===== config.mk =====
export PLATFORM = sky130hd
export DESIGN_NAME = marker_decoder
export DESIGN_NICKNAME = d
export VERILOG_FILES = /design/src/rtl/marker_defs_pkg.sv /design/src/rtl/marker_decoder_sat_counter.sv /design/src/rtl/marker_decoder.sv
export SDC_FILE = /design/constraint.sdc
export NUM_CORES = 1
export LEC_CHECK = 0
export ABC_AREA = 1
export CORE_ASPECT_RATIO = 1.4
export CORE_MARGIN = 10
export CORE_UTILIZATION = 53
export CTS_BUF_LIST = sky130_fd_sc_hd__clkbuf_2 sky130_fd_sc_hd__clkbuf_4 sky130_fd_sc_hd__clkbuf_8
export DETAILED_ROUTE_END_ITERATION = 7
export PLACE_DENSITY_LB_ADDON = 0.2
export SLEW_MARGIN = 15
export SYNTH_ARGS = -nofsm -noshare
export SYNTH_HDL_FRONTEND = slang
export SYNTH_SLANG_ARGS = --single-unit

===== constraint.sdc =====
create_clock -name RX_CLK -period 2.2 [get_ports RX_CLK]
set_clock_uncertainty 0.2 [all_clocks]
set_input_delay 0.44 -clock RX_CLK [delete_from_list [all_inputs] [get_ports RX_CLK]]
set_output_delay 0.44 -clock RX_CLK [all_outputs]
set_load 0.01 [all_outputs]

===== src/rtl/marker_defs_pkg.sv =====
`default_nettype none
// ============================================================================
// Module   : marker_defs_pkg
// Brief    : Shared marker protocol definitions (command words, K-flags,
//            error codes, decoder FSM states) for marker simulator/decoder.
// Revision : 1.0 - initial release
// ============================================================================
package marker_defs_pkg;

    localparam logic [7:0]  c_cmd_byte = 8'h1C;
    localparam logic [15:0] c_comma    = 16'hBC3C;

    // Low bytes of command words
    localparam logic [7:0] c_lo_dcs      = 8'h00;
    localparam logic [7:0] c_lo_evt      = 8'h10;
    localparam logic [7:0] c_lo_clk      = 8'h11;
    localparam logic [7:0] c_lo_lpb      = 8'h12;
    localparam logic [7:0] c_lo_diag     = 8'h13;
    localparam logic [7:0] c_lo_tmo      = 8'h14;
    localparam logic [7:0] c_lo_rtx      = 8'h15;
    localparam logic [7:0] c_lo_undef_lo = 8'h20;
    localparam logic [7:0] c_lo_undef_hi = 8'hE9;
    localparam logic [7:0] c_lo_rtx_n    = 8'hEA;
    localparam logic [7:0] c_lo_lpb_n    = 8'hED;
    localparam logic [7:0] c_lo_clk_n    = 8'hEE;
    localparam logic [7:0] c_lo_evt_n    = 8'hEF;

    localparam logic [15:0] c_word_dcs   = {c_cmd_byte, c_lo_dcs};
    localparam logic [15:0] c_word_evt   = {c_cmd_byte, c_lo_evt};
    localparam logic [15:0] c_word_clk   = {c_cmd_byte, c_lo_clk};
    localparam logic [15:0] c_word_lpb   = {c_cmd_byte, c_lo_lpb};
    localparam logic [15:0] c_word_diag  = {c_cmd_byte, c_lo_diag};
    localparam logic [15:0] c_word_tmo   = {c_cmd_byte, c_lo_tmo};
    localparam logic [15:0] c_word_rtx   = {c_cmd_byte, c_lo_rtx};
    localparam logic [15:0] c_word_undef = {c_cmd_byte, c_lo_undef_lo};
    localparam logic [15:0] c_word_rtx_n = {c_cmd_byte, c_lo_rtx_n};
    localparam logic [15:0] c_word_lpb_n = {c_cmd_byte, c_lo_lpb_n};
    localparam logic [15:0] c_word_clk_n = {c_cmd_byte, c_lo_clk_n};
    localparam logic [15:0] c_word_evt_n = {c_cmd_byte, c_lo_evt_n};

    localparam logic [1:0] c_k_data    = 2'b00;
    localparam logic [1:0] c_k_illegal = 2'b01;
    localparam logic [1:0] c_k_cmd     = 2'b10;
    localparam logic [1:0] c_k_comma   = 2'b11;

    typedef enum logic [2:0] {
        ERR_NONE      = 3'd0,
        ERR_MISSING_N = 3'd1,
        ERR_WRONG_N   = 3'd2,
        ERR_ORPHAN_N  = 3'd3,
        ERR_BAD_SEQ   = 3'd4,
        ERR_ILL_CMD   = 3'd5,
        ERR_ILL_K     = 3'd6
    } err_code_e;

    typedef enum logic [2:0] {
        ST_IDLE         = 3'd0,
        ST_WAIT_CLK_N   = 3'd1,
        ST_WAIT_EVT_N   = 3'd2,
        ST_WAIT_RTX_N   = 3'd3,
        ST_WAIT_RTX_SEQ = 3'd4
    } state_e;

    typedef enum logic [3:0] {
        CMD_DCS     = 4'd0,
        CMD_EVT     = 4'd1,
        CMD_CLK     = 4'd2,
        CMD_LPB     = 4'd3,
        CMD_DIAG    = 4'd4,
        CMD_TMO     = 4'd5,
        CMD_RTX     = 4'd6,
        CMD_UNDEF   = 4'd7,
        CMD_RTX_N   = 4'd8,
        CMD_LPB_N   = 4'd9,
        CMD_CLK_N   = 4'd10,
        CMD_EVT_N   = 4'd11,
        CMD_ILLEGAL = 4'd12
    } cmd_e;

    // Classifies the low byte of a word already known to carry the command byte
    function automatic cmd_e classify_cmd(input logic [7:0] lo);
        cmd_e v_cls;
        case (lo)
            c_lo_dcs:   v_cls = CMD_DCS;
            c_lo_evt:   v_cls = CMD_EVT;
            c_lo_clk:   v_cls = CMD_CLK;
            c_lo_lpb:   v_cls = CMD_LPB;
            c_lo_diag:  v_cls = CMD_DIAG;
            c_lo_tmo:   v_cls = CMD_TMO;
            c_lo_rtx:   v_cls = CMD_RTX;
            c_lo_rtx_n: v_cls = CMD_RTX_N;
            c_lo_lpb_n: v_cls = CMD_LPB_N;
            c_lo_clk_n: v_cls = CMD_CLK_N;
            c_lo_evt_n: v_cls = CMD_EVT_N;
            default: begin
                if (lo >= c_lo_undef_lo && lo <= c_lo_undef_hi)
                    v_cls = CMD_UNDEF;
                else
                    v_cls = CMD_ILLEGAL;
            end
        endcase
        return v_cls;
    endfunction

endpackage
`default_nettype wire


===== src/rtl/marker_decoder_sat_counter.sv =====
`default_nettype none
// ============================================================================
// Module   : sat_counter
// Brief    : Saturating up-counter; clear has priority over increment.
// Revision : 1.0 - initial release
// ============================================================================
module sat_counter #(
    parameter int CNT_W = 16
) (
    input  logic             clk,
    input  logic             rst,
    input  logic             i_inc,
    input  logic             i_clr,
    output logic [CNT_W-1:0] o_count
);

    localparam logic [CNT_W-1:0] c_one = {{(CNT_W-1){1'b0}}, 1'b1};

    logic [CNT_W-1:0] r_count;

    always_ff @(posedge clk or posedge rst) begin
        if (rst) begin
            r_count <= '0;
        end else if (i_clr) begin
            r_count <= '0;
        end else if (i_inc && (r_count != {CNT_W{1'b1}})) begin
            r_count <= r_count + c_one;
        end
    end

    assign o_count = r_count;

endmodule
`default_nettype wire


===== src/rtl/marker_decoder.sv =====
`default_nettype none
// ============================================================================
// Module   : marker_decoder
// Brief    : RX marker stream decoder: strobes, error codes, status counters.
// Revision : 1.0 - initial release
// ============================================================================
module marker_decoder
    import marker_defs_pkg::*;
#(
    parameter logic [7:0]  CMD_BYTE = c_cmd_byte,
    parameter logic [15:0] COMMA    = c_comma,
    parameter int          CNT_W    = 16
) (
    input  logic             RX_CLK,
    input  logic             RX_RESET,
    input  logic [15:0]      DATA_FROM_RX,
    input  logic [1:0]       KCHAR_FROM_RX,
    input  logic             CLR_CNT,
    output logic             CLOCK_MARKER,
    output logic             EVENT_MARKER,
    output logic             LOOPBACK_MARKER,
    output logic             DIAG_MARKER,
    output logic             TIMEOUT_MARKER,
    output logic             RETRANS_REQ,
    output logic [3:0]       RETRANS_SEQ,
    output logic             DCS_REQ,
    output logic             UNDEF_CMD,
    output logic             ERR,
    output logic [2:0]       ERR_CODE,
    output logic [CNT_W-1:0] MARKER_CNT,
    output logic [CNT_W-1:0] ERR_CNT
);

    logic   w_is_cmd;
    logic   w_is_data;
    logic   w_ill_k;
    logic   w_ill_cmd;
    logic   w_seq_ok;
    cmd_e   w_cmd;

    state_e    r_state;
    logic      r_clk_mk, r_evt_mk, r_lpb_mk, r_diag_mk, r_tmo_mk, r_rtx_req;
    logic      r_dcs_req, r_undef, r_err;
    logic [3:0] r_rtx_seq;
    err_code_e r_err_code;

    assign w_cmd     = classify_cmd(DATA_FROM_RX[7:0]);
    assign w_is_data = (KCHAR_FROM_RX == c_k_data);
    assign w_ill_k   = (KCHAR_FROM_RX == c_k_illegal) ||
                       ((KCHAR_FROM_RX == c_k_comma) && (DATA_FROM_RX != COMMA));
    assign w_ill_cmd = (KCHAR_FROM_RX == c_k_cmd) &&
                       ((DATA_FROM_RX[15:8] != CMD_BYTE) || (w_cmd == CMD_ILLEGAL));
    // Legal command only; illegal ones are trapped ahead of the state decode
    assign w_is_cmd  = (KCHAR_FROM_RX == c_k_cmd) && !w_ill_cmd;
    assign w_seq_ok  = (DATA_FROM_RX[15:12] == DATA_FROM_RX[11:8]) &&
                       (DATA_FROM_RX[11:8]  == DATA_FROM_RX[7:4])  &&
                       (DATA_FROM_RX[7:4]   == DATA_FROM_RX[3:0]);

    always_ff @(posedge RX_CLK or posedge RX_RESET) begin
        if (RX_RESET) begin
            r_state    <= ST_IDLE;
            r_clk_mk   <= 1'b0;
            r_evt_mk   <= 1'b0;
            r_lpb_mk   <= 1'b0;
            r_diag_mk  <= 1'b0;
            r_tmo_mk   <= 1'b0;
            r_rtx_req  <= 1'b0;
            r_dcs_req  <= 1'b0;
            r_undef    <= 1'b0;
            r_err      <= 1'b0;
            r_rtx_seq  <= 4'h0;
            r_err_code <= ERR_NONE;
        end else begin
            r_clk_mk  <= 1'b0;
            r_evt_mk  <= 1'b0;
            r_lpb_mk  <= 1'b0;
            r_diag_mk <= 1'b0;
            r_tmo_mk  <= 1'b0;
            r_rtx_req <= 1'b0;
            r_dcs_req <= 1'b0;
            r_undef   <= 1'b0;
            r_err     <= 1'b0;

            if (w_ill_k) begin
                r_err      <= 1'b1;
                r_err_code <= ERR_ILL_K;
                r_state    <= ST_IDLE;
            end else if (w_ill_cmd) begin
                r_err      <= 1'b1;
                r_err_code <= ERR_ILL_CMD;
                r_state    <= ST_IDLE;
            end else begin
                case (r_state)
                    ST_IDLE: begin
                        if (w_is_cmd) begin
                            case (w_cmd)
                                CMD_CLK:  r_state   <= ST_WAIT_CLK_N;
                                CMD_EVT:  r_state   <= ST_WAIT_EVT_N;
                                CMD_RTX:  r_state   <= ST_WAIT_RTX_N;
                                CMD_LPB:  r_lpb_mk  <= 1'b1;
                                CMD_DIAG: r_diag_mk <= 1'b1;
                                CMD_TMO:  r_tmo_mk  <= 1'b1;
                                CMD_DCS:  r_dcs_req <= 1'b1;
                                CMD_UNDEF: r_undef  <= 1'b1;
                                CMD_RTX_N, CMD_LPB_N, CMD_CLK_N, CMD_EVT_N: begin
                                    r_err      <= 1'b1;
                                    r_err_code <= ERR_ORPHAN_N;
                                end
                                default: ;
                            endcase
                        end
                    end
                    ST_WAIT_CLK_N, ST_WAIT_EVT_N, ST_WAIT_RTX_N: begin
                        r_state <= ST_IDLE;
                        if (w_is_cmd && (r_state == ST_WAIT_CLK_N) && (w_cmd == CMD_CLK_N)) begin
                            r_clk_mk <= 1'b1;
                        end else if (w_is_cmd && (r_state == ST_WAIT_EVT_N) && (w_cmd == CMD_EVT_N)) begin
                            r_evt_mk <= 1'b1;
                        end else if (w_is_cmd && (r_state == ST_WAIT_RTX_N) && (w_cmd == CMD_RTX_N)) begin
                            r_state <= ST_WAIT_RTX_SEQ;
                        end else begin
                            r_err      <= 1'b1;
                            r_err_code <= w_is_cmd ? ERR_WRONG_N : ERR_MISSING_N;
                        end
                    end
                    ST_WAIT_RTX_SEQ: begin
                        r_state <= ST_IDLE;
                        if (w_is_data && w_seq_ok) begin
                            r_rtx_req <= 1'b1;
                            r_rtx_seq <= DATA_FROM_RX[3:0];
                        end else begin
                            r_err      <= 1'b1;
                            r_err_code <= w_is_data ? ERR_BAD_SEQ : ERR_MISSING_N;
                        end
                    end
                    default: r_state <= ST_IDLE;
                endcase
            end
        end
    end

    assign CLOCK_MARKER    = r_clk_mk;
    assign EVENT_MARKER    = r_evt_mk;
    assign LOOPBACK_MARKER = r_lpb_mk;
    assign DIAG_MARKER     = r_diag_mk;
    assign TIMEOUT_MARKER  = r_tmo_mk;
    assign RETRANS_REQ     = r_rtx_req;
    assign RETRANS_SEQ     = r_rtx_seq;
    assign DCS_REQ         = r_dcs_req;
    assign UNDEF_CMD       = r_undef;
    assign ERR             = r_err;
    assign ERR_CODE        = r_err_code;

    logic w_marker_inc;
    assign w_marker_inc = r_clk_mk | r_evt_mk | r_lpb_mk | r_diag_mk | r_tmo_mk | r_rtx_req;

    sat_counter #(.CNT_W(CNT_W)) u_marker_cnt (
        .clk     (RX_CLK),
        .rst     (RX_RESET),
        .i_inc   (w_marker_inc),
        .i_clr   (CLR_CNT),
        .o_count (MARKER_CNT)
    );

    sat_counter #(.CNT_W(CNT_W)) u_err_cnt (
        .clk     (RX_CLK),
        .rst     (RX_RESET),
        .i_inc   (r_err),
        .i_clr   (CLR_CNT),
        .o_count (ERR_CNT)
    );

endmodule
`default_nettype wire


==> results of run 1 <==
cell type report:
type	count	share of cell area (%)
multi-input combinational	347	38.83
sequential	51	26.89
timing repair buffer	130	24.26
inverter	79	6.248
tap	72	1.898
clock buffer	6	1.608
clock inverter	2	0.2636
Yosys cell counts (3+ instances only):
| cell | instances | area, um2 |
|---|---|---|
| nand2_1 | 111 | 416.7 |
| nor2_1 | 69 | 259.0 |
| inv_1 | 68 | 255.2 |
| dfrtp_1 | 51 | 1276 |
| nand3_1 | 31 | 155.2 |
| o21ai_0 | 24 | 120.1 |
| nor3_1 | 20 | 100.1 |
| a21oi_1 | 17 | 85.08 |
| nand4_1 | 12 | 75.07 |
| inv_2 | 10 | 37.54 |
| nand2_2 | 10 | 62.56 |
| nor2_2 | 8 | 50.05 |
| a31oi_1 | 5 | 31.28 |
| nand3_2 | 5 | 50.05 |
| nand2_4 | 4 | 45.04 |
| nor4_1 | 4 | 25.02 |
| xor2_1 | 4 | 35.03 |
| clkbuf_1 | 3 | 11.26 |
| o21bai_1 | 3 | 22.52 |
layer usage:
layer | wire length [um] | part of all wire (%) | track usage, %
met1 | 3760 | 38 | 20.58
met2 | 5586 | 56 | 39.10
met3 | 476 | 4.8 | 3.424
met4 | 174 | 1.7 | 7.692
met5 | 0 | 0 | 0
cell usage in the layout, fill, tap and decap left out, types with 6 or more instances in the layout:
cell             netlist  layout
nor2_4                 2       6
nor3_1                20      15
nor2_1                69      60
clkdlybuf4s50_1        0      60
dfrtp_1               51      51
o21ai_0               24      23
nand2_2               10      17
buf_4                  0      61
nor2_2                 8      13
nand2_1              111     103
nand4_1               12      12
dlygate4sd2_1          0       6
nand3_1               31      30
inv_1                 68      64
inv_2                 10      14
nand3_2                5       6
a21oi_1               17      17
flip-flops by register name, summed over array words and instances (netlist names):
| signal | count |
|---|---|
| u_err_cnt.o_count | 16 |
| u_marker_cnt.o_count | 16 |
| RETRANS_SEQ | 4 |
| ERR_CODE | 3 |
| r_state | 3 |
| CLOCK_MARKER | 1 |
| DCS_REQ | 1 |
| DIAG_MARKER | 1 |
| ERR | 1 |
| EVENT_MARKER | 1 |
| LOOPBACK_MARKER | 1 |
| RETRANS_REQ | 1 |
| TIMEOUT_MARKER | 1 |
| UNDEF_CMD | 1 |
worst min-delay path by stage:
stage | startpoint | endpoint | cells past startpoint
2_1_floorplan | RETRANS_SEQ[0] | RETRANS_SEQ[0] | 2
3_3_place_gp | RETRANS_SEQ[3] | RETRANS_SEQ[3] | 2
3_5_place_dp | RETRANS_SEQ[0] | RETRANS_SEQ[0] | 2
4_1_cts | RX_RESET | u_err_cnt.o_count[9] | 3
5_1_grt | RETRANS_SEQ[0] | RETRANS_SEQ[0] | 2
6_report | RX_RESET | u_err_cnt.o_count[9] | 3
logic make-up (layout without fill, tap and decap cells):
logic type      count (synthesis)  in the layout  share of synthesized area [%]
simple gates                  282            282                          40.14
buf+inv                        82            217                          9.297
compound gates                 59             59                          10.20
flops                          51             51                          38.55
xor+xnor                        4              4                          1.058
fa+ha+maj                       2              2                         0.7557
timing repair:
| action | CTS | global route |
|---|---|---|
| resized for setup | 15 | 30 |
| endpoints found under the setup margin | 12 | 21 |
| setup buffers | 2 | 3 |
| hold buffers | 0 | 0 |
| pin swaps | 4 | 10 |
worst register-to-register path, stage by stage (launching register included):
cell and delay [ps]:
dfrtp_1 410, ha_1 210, nand2_2 100, nor3_2 110, nand2_1 80, nor2_2 140
nand2_2 80, nand2_4 100, inv_1 110, nand3_1 120, nor2_1 50, o21ai_1 160
a31oi_1 70
through the flow:
stage / setup TNS, ps / util (%) / hold WS (ps) / power (mW) / cells
final: 0 / 77.47 / 296.5 / 1.849 / 687
after global routing: -103.8 / 77.47 / 321.6 / 1.936 / 687
after CTS: 0 / 75.49 / 300.1 / 1.854 / 684
after detailed placement: -6174 / 73.63 / 283.3 / 1.313 / 674
after global placement: -6101 / 73.63 / 267.6 / 1.304 / 674
after floorplan: 0 / - / 318.7 / 1.127 / 480
power breakdown:
| part | total, mW | switching [mW] | internal [mW] | leakage [nW] |
|---|---|---|---|---|
| combinational | 0.341 | 0.186 | 0.155 | 1.54 |
| clock | 0.546 | 0.310 | 0.236 | 0.0446 |
| sequential | 0.962 | 0.0110 | 0.951 | 0.703 |
| total | 1.85 | 0.507 | 1.34 | 2.29 |
==> results.py, run 1 <==
metrics = {
    "sta": {
        "setup_viol": 0,
        "rsz0062_at_grt": "true",
        "timing.fmax_mhz": 480.8,
        "finalCritPeriodShare_pct": 94.53,
        "hold_violations": 0,
        "setup_slack_ps": 120.3,
        "fin_crit_ps": 2080,
        "slew_headroom_pct": 77.71,
        "tightest_slew_ps": 331.4,
        "slew_violations": 0,
    },
    "run_status": {
        "status": "finished clean",
    },
    "pwr": {
        "peakVddDrop_mv": 0.3209,
        "power.leakage_nw": 2.291,
        "power-per-cell-area_nw_per_um2": 389.6,
    },
    "route": {
        "dr.pass1.iters": 4,
        "wl_per_cell_um": 14.55,
        "ant_nets": 0,
        "via_count": 3663,
        "drt_iter0_drc": 223,
        "drt-vias-per-instance": 5.332,
        "drt_wl_total_um": 9997,
        "drc_errors": 0,
    },
    "critical_path": {
        "cp.depth": 12,
        "crit_path_max_incr_delay_ps": 410,
        "cpMaxStageDelayCell": "dfrtp_1",
        "path_cells": "ha_1, nand2_2, nor3_2, nand2_1, nor2_2, nand2_2, nand2_4, inv_1, nand3_1, nor2_1, o21ai_1, a31oi_1",
        "crit_type": "flop to flop",
        "required_ps": 2170,
        "crit_end": "u_err_cnt.o_count[14]",
        "crit_buf_inv": 1,
        "timing.critical_path.arrival_ps": 2050,
        "start_kind": "flop",
        "worstSetupStartpoint": "u_err_cnt.o_count[1]",
        "crit_family": "simple AND/OR/NAND/NOR gates",
        "critPathMaxFanout": 5,
        "reg2regPathDepth": 12,
        "r2r_slack_ps": 120,
        "r2r_end": "u_err_cnt.o_count[14]",
        "r2r-start": "u_err_cnt.o_count[1]",
        "cp-end-kind": "flop",
        "path_common_cell": "nand2_2",
    },
    "clock_network": {
        "clock-sinks": 51,
        "clkLatencyLatePin_ps": 300,
        "clockBufferDepth": 2,
        "htreeDepth": 2,
        "cts_buffers": 5,
        "path_clk_slew_ps": 90,
        "tritoncts": "built",
        "root_buffer": "clkbuf_8",
    },
    "synthesis": {
        "synth_edf_count": 0,
        "avgSynthCellArea_um2": 6.897,
        "ys_ff_latch": 51,
        "seq_area_frac_synth_pct": 38.55,
        "synth_area_um2": 3311,
        "syn_nets": 503,
        "yosysUniqueCellTypes": 33,
        "async_flop_share_pct": 100.0,
        "synth_ff_type": "dfrtp_1",
        "synthCells": 480,
        "yosysWarnings": 0,
    },
    "global_routing": {
        "grt_first_pass_wirelength_um": 16620,
        "first_global_vias": 3730,
        "grt_max_degree": 52,
        "overflow": 0,
        "antenna_found_initial": 0,
        "grt_usage_pct": 20.29,
    },
    "floorplan": {
        "die_w_um": 86.80,
        "initial_utilization_pct": 54.04,
        "ioPinCount": 69,
        "rows": 34,
        "die_area_um2": 9853,
        "coreArea_um2": 6126,
        "chipHeight_um": 113.5,
    },
    "layout": {
        "diodes": 0,
        "multiInputGateArea_um2": 1843,
        "stdcell_area_um2": 4746,
        "regArea_um2": 1276,
        "n_fill_cell": 475,
        "final_layout_size_suffix_gt1_share_pct": 23.41,
        "synthToLayoutAreaGrowth_pct": 43.35,
        "fin_nets": 637,
    },
    "placed_design": {
        "port_buffers": 68,
        "placed_cell_area_um2": 4511,
        "dp_slack_ps": -460.6,
        "hpwl_um": 7858,
        "place.gp.congestion": 0.9294,
    },
    "flow_run": {
        "maxCapViolCount": 0,
    },
    "min_path": {
        "hold_class": "primary input to async pin",
    },
}
Note: power is estimated with default switching activity, not from simulation.
==> run 2: changes to the inputs <==
- TNS_END_PERCENT: not set -> 50
==> results of run 2 <==
No change in the layout: final DEF, timing and power equal those of run 1.
==> run 3: changes to the inputs <==
- CAP_MARGIN: not set -> 20
==> results of run 3 <==
No change in the layout: final DEF, timing and power equal those of run 1.
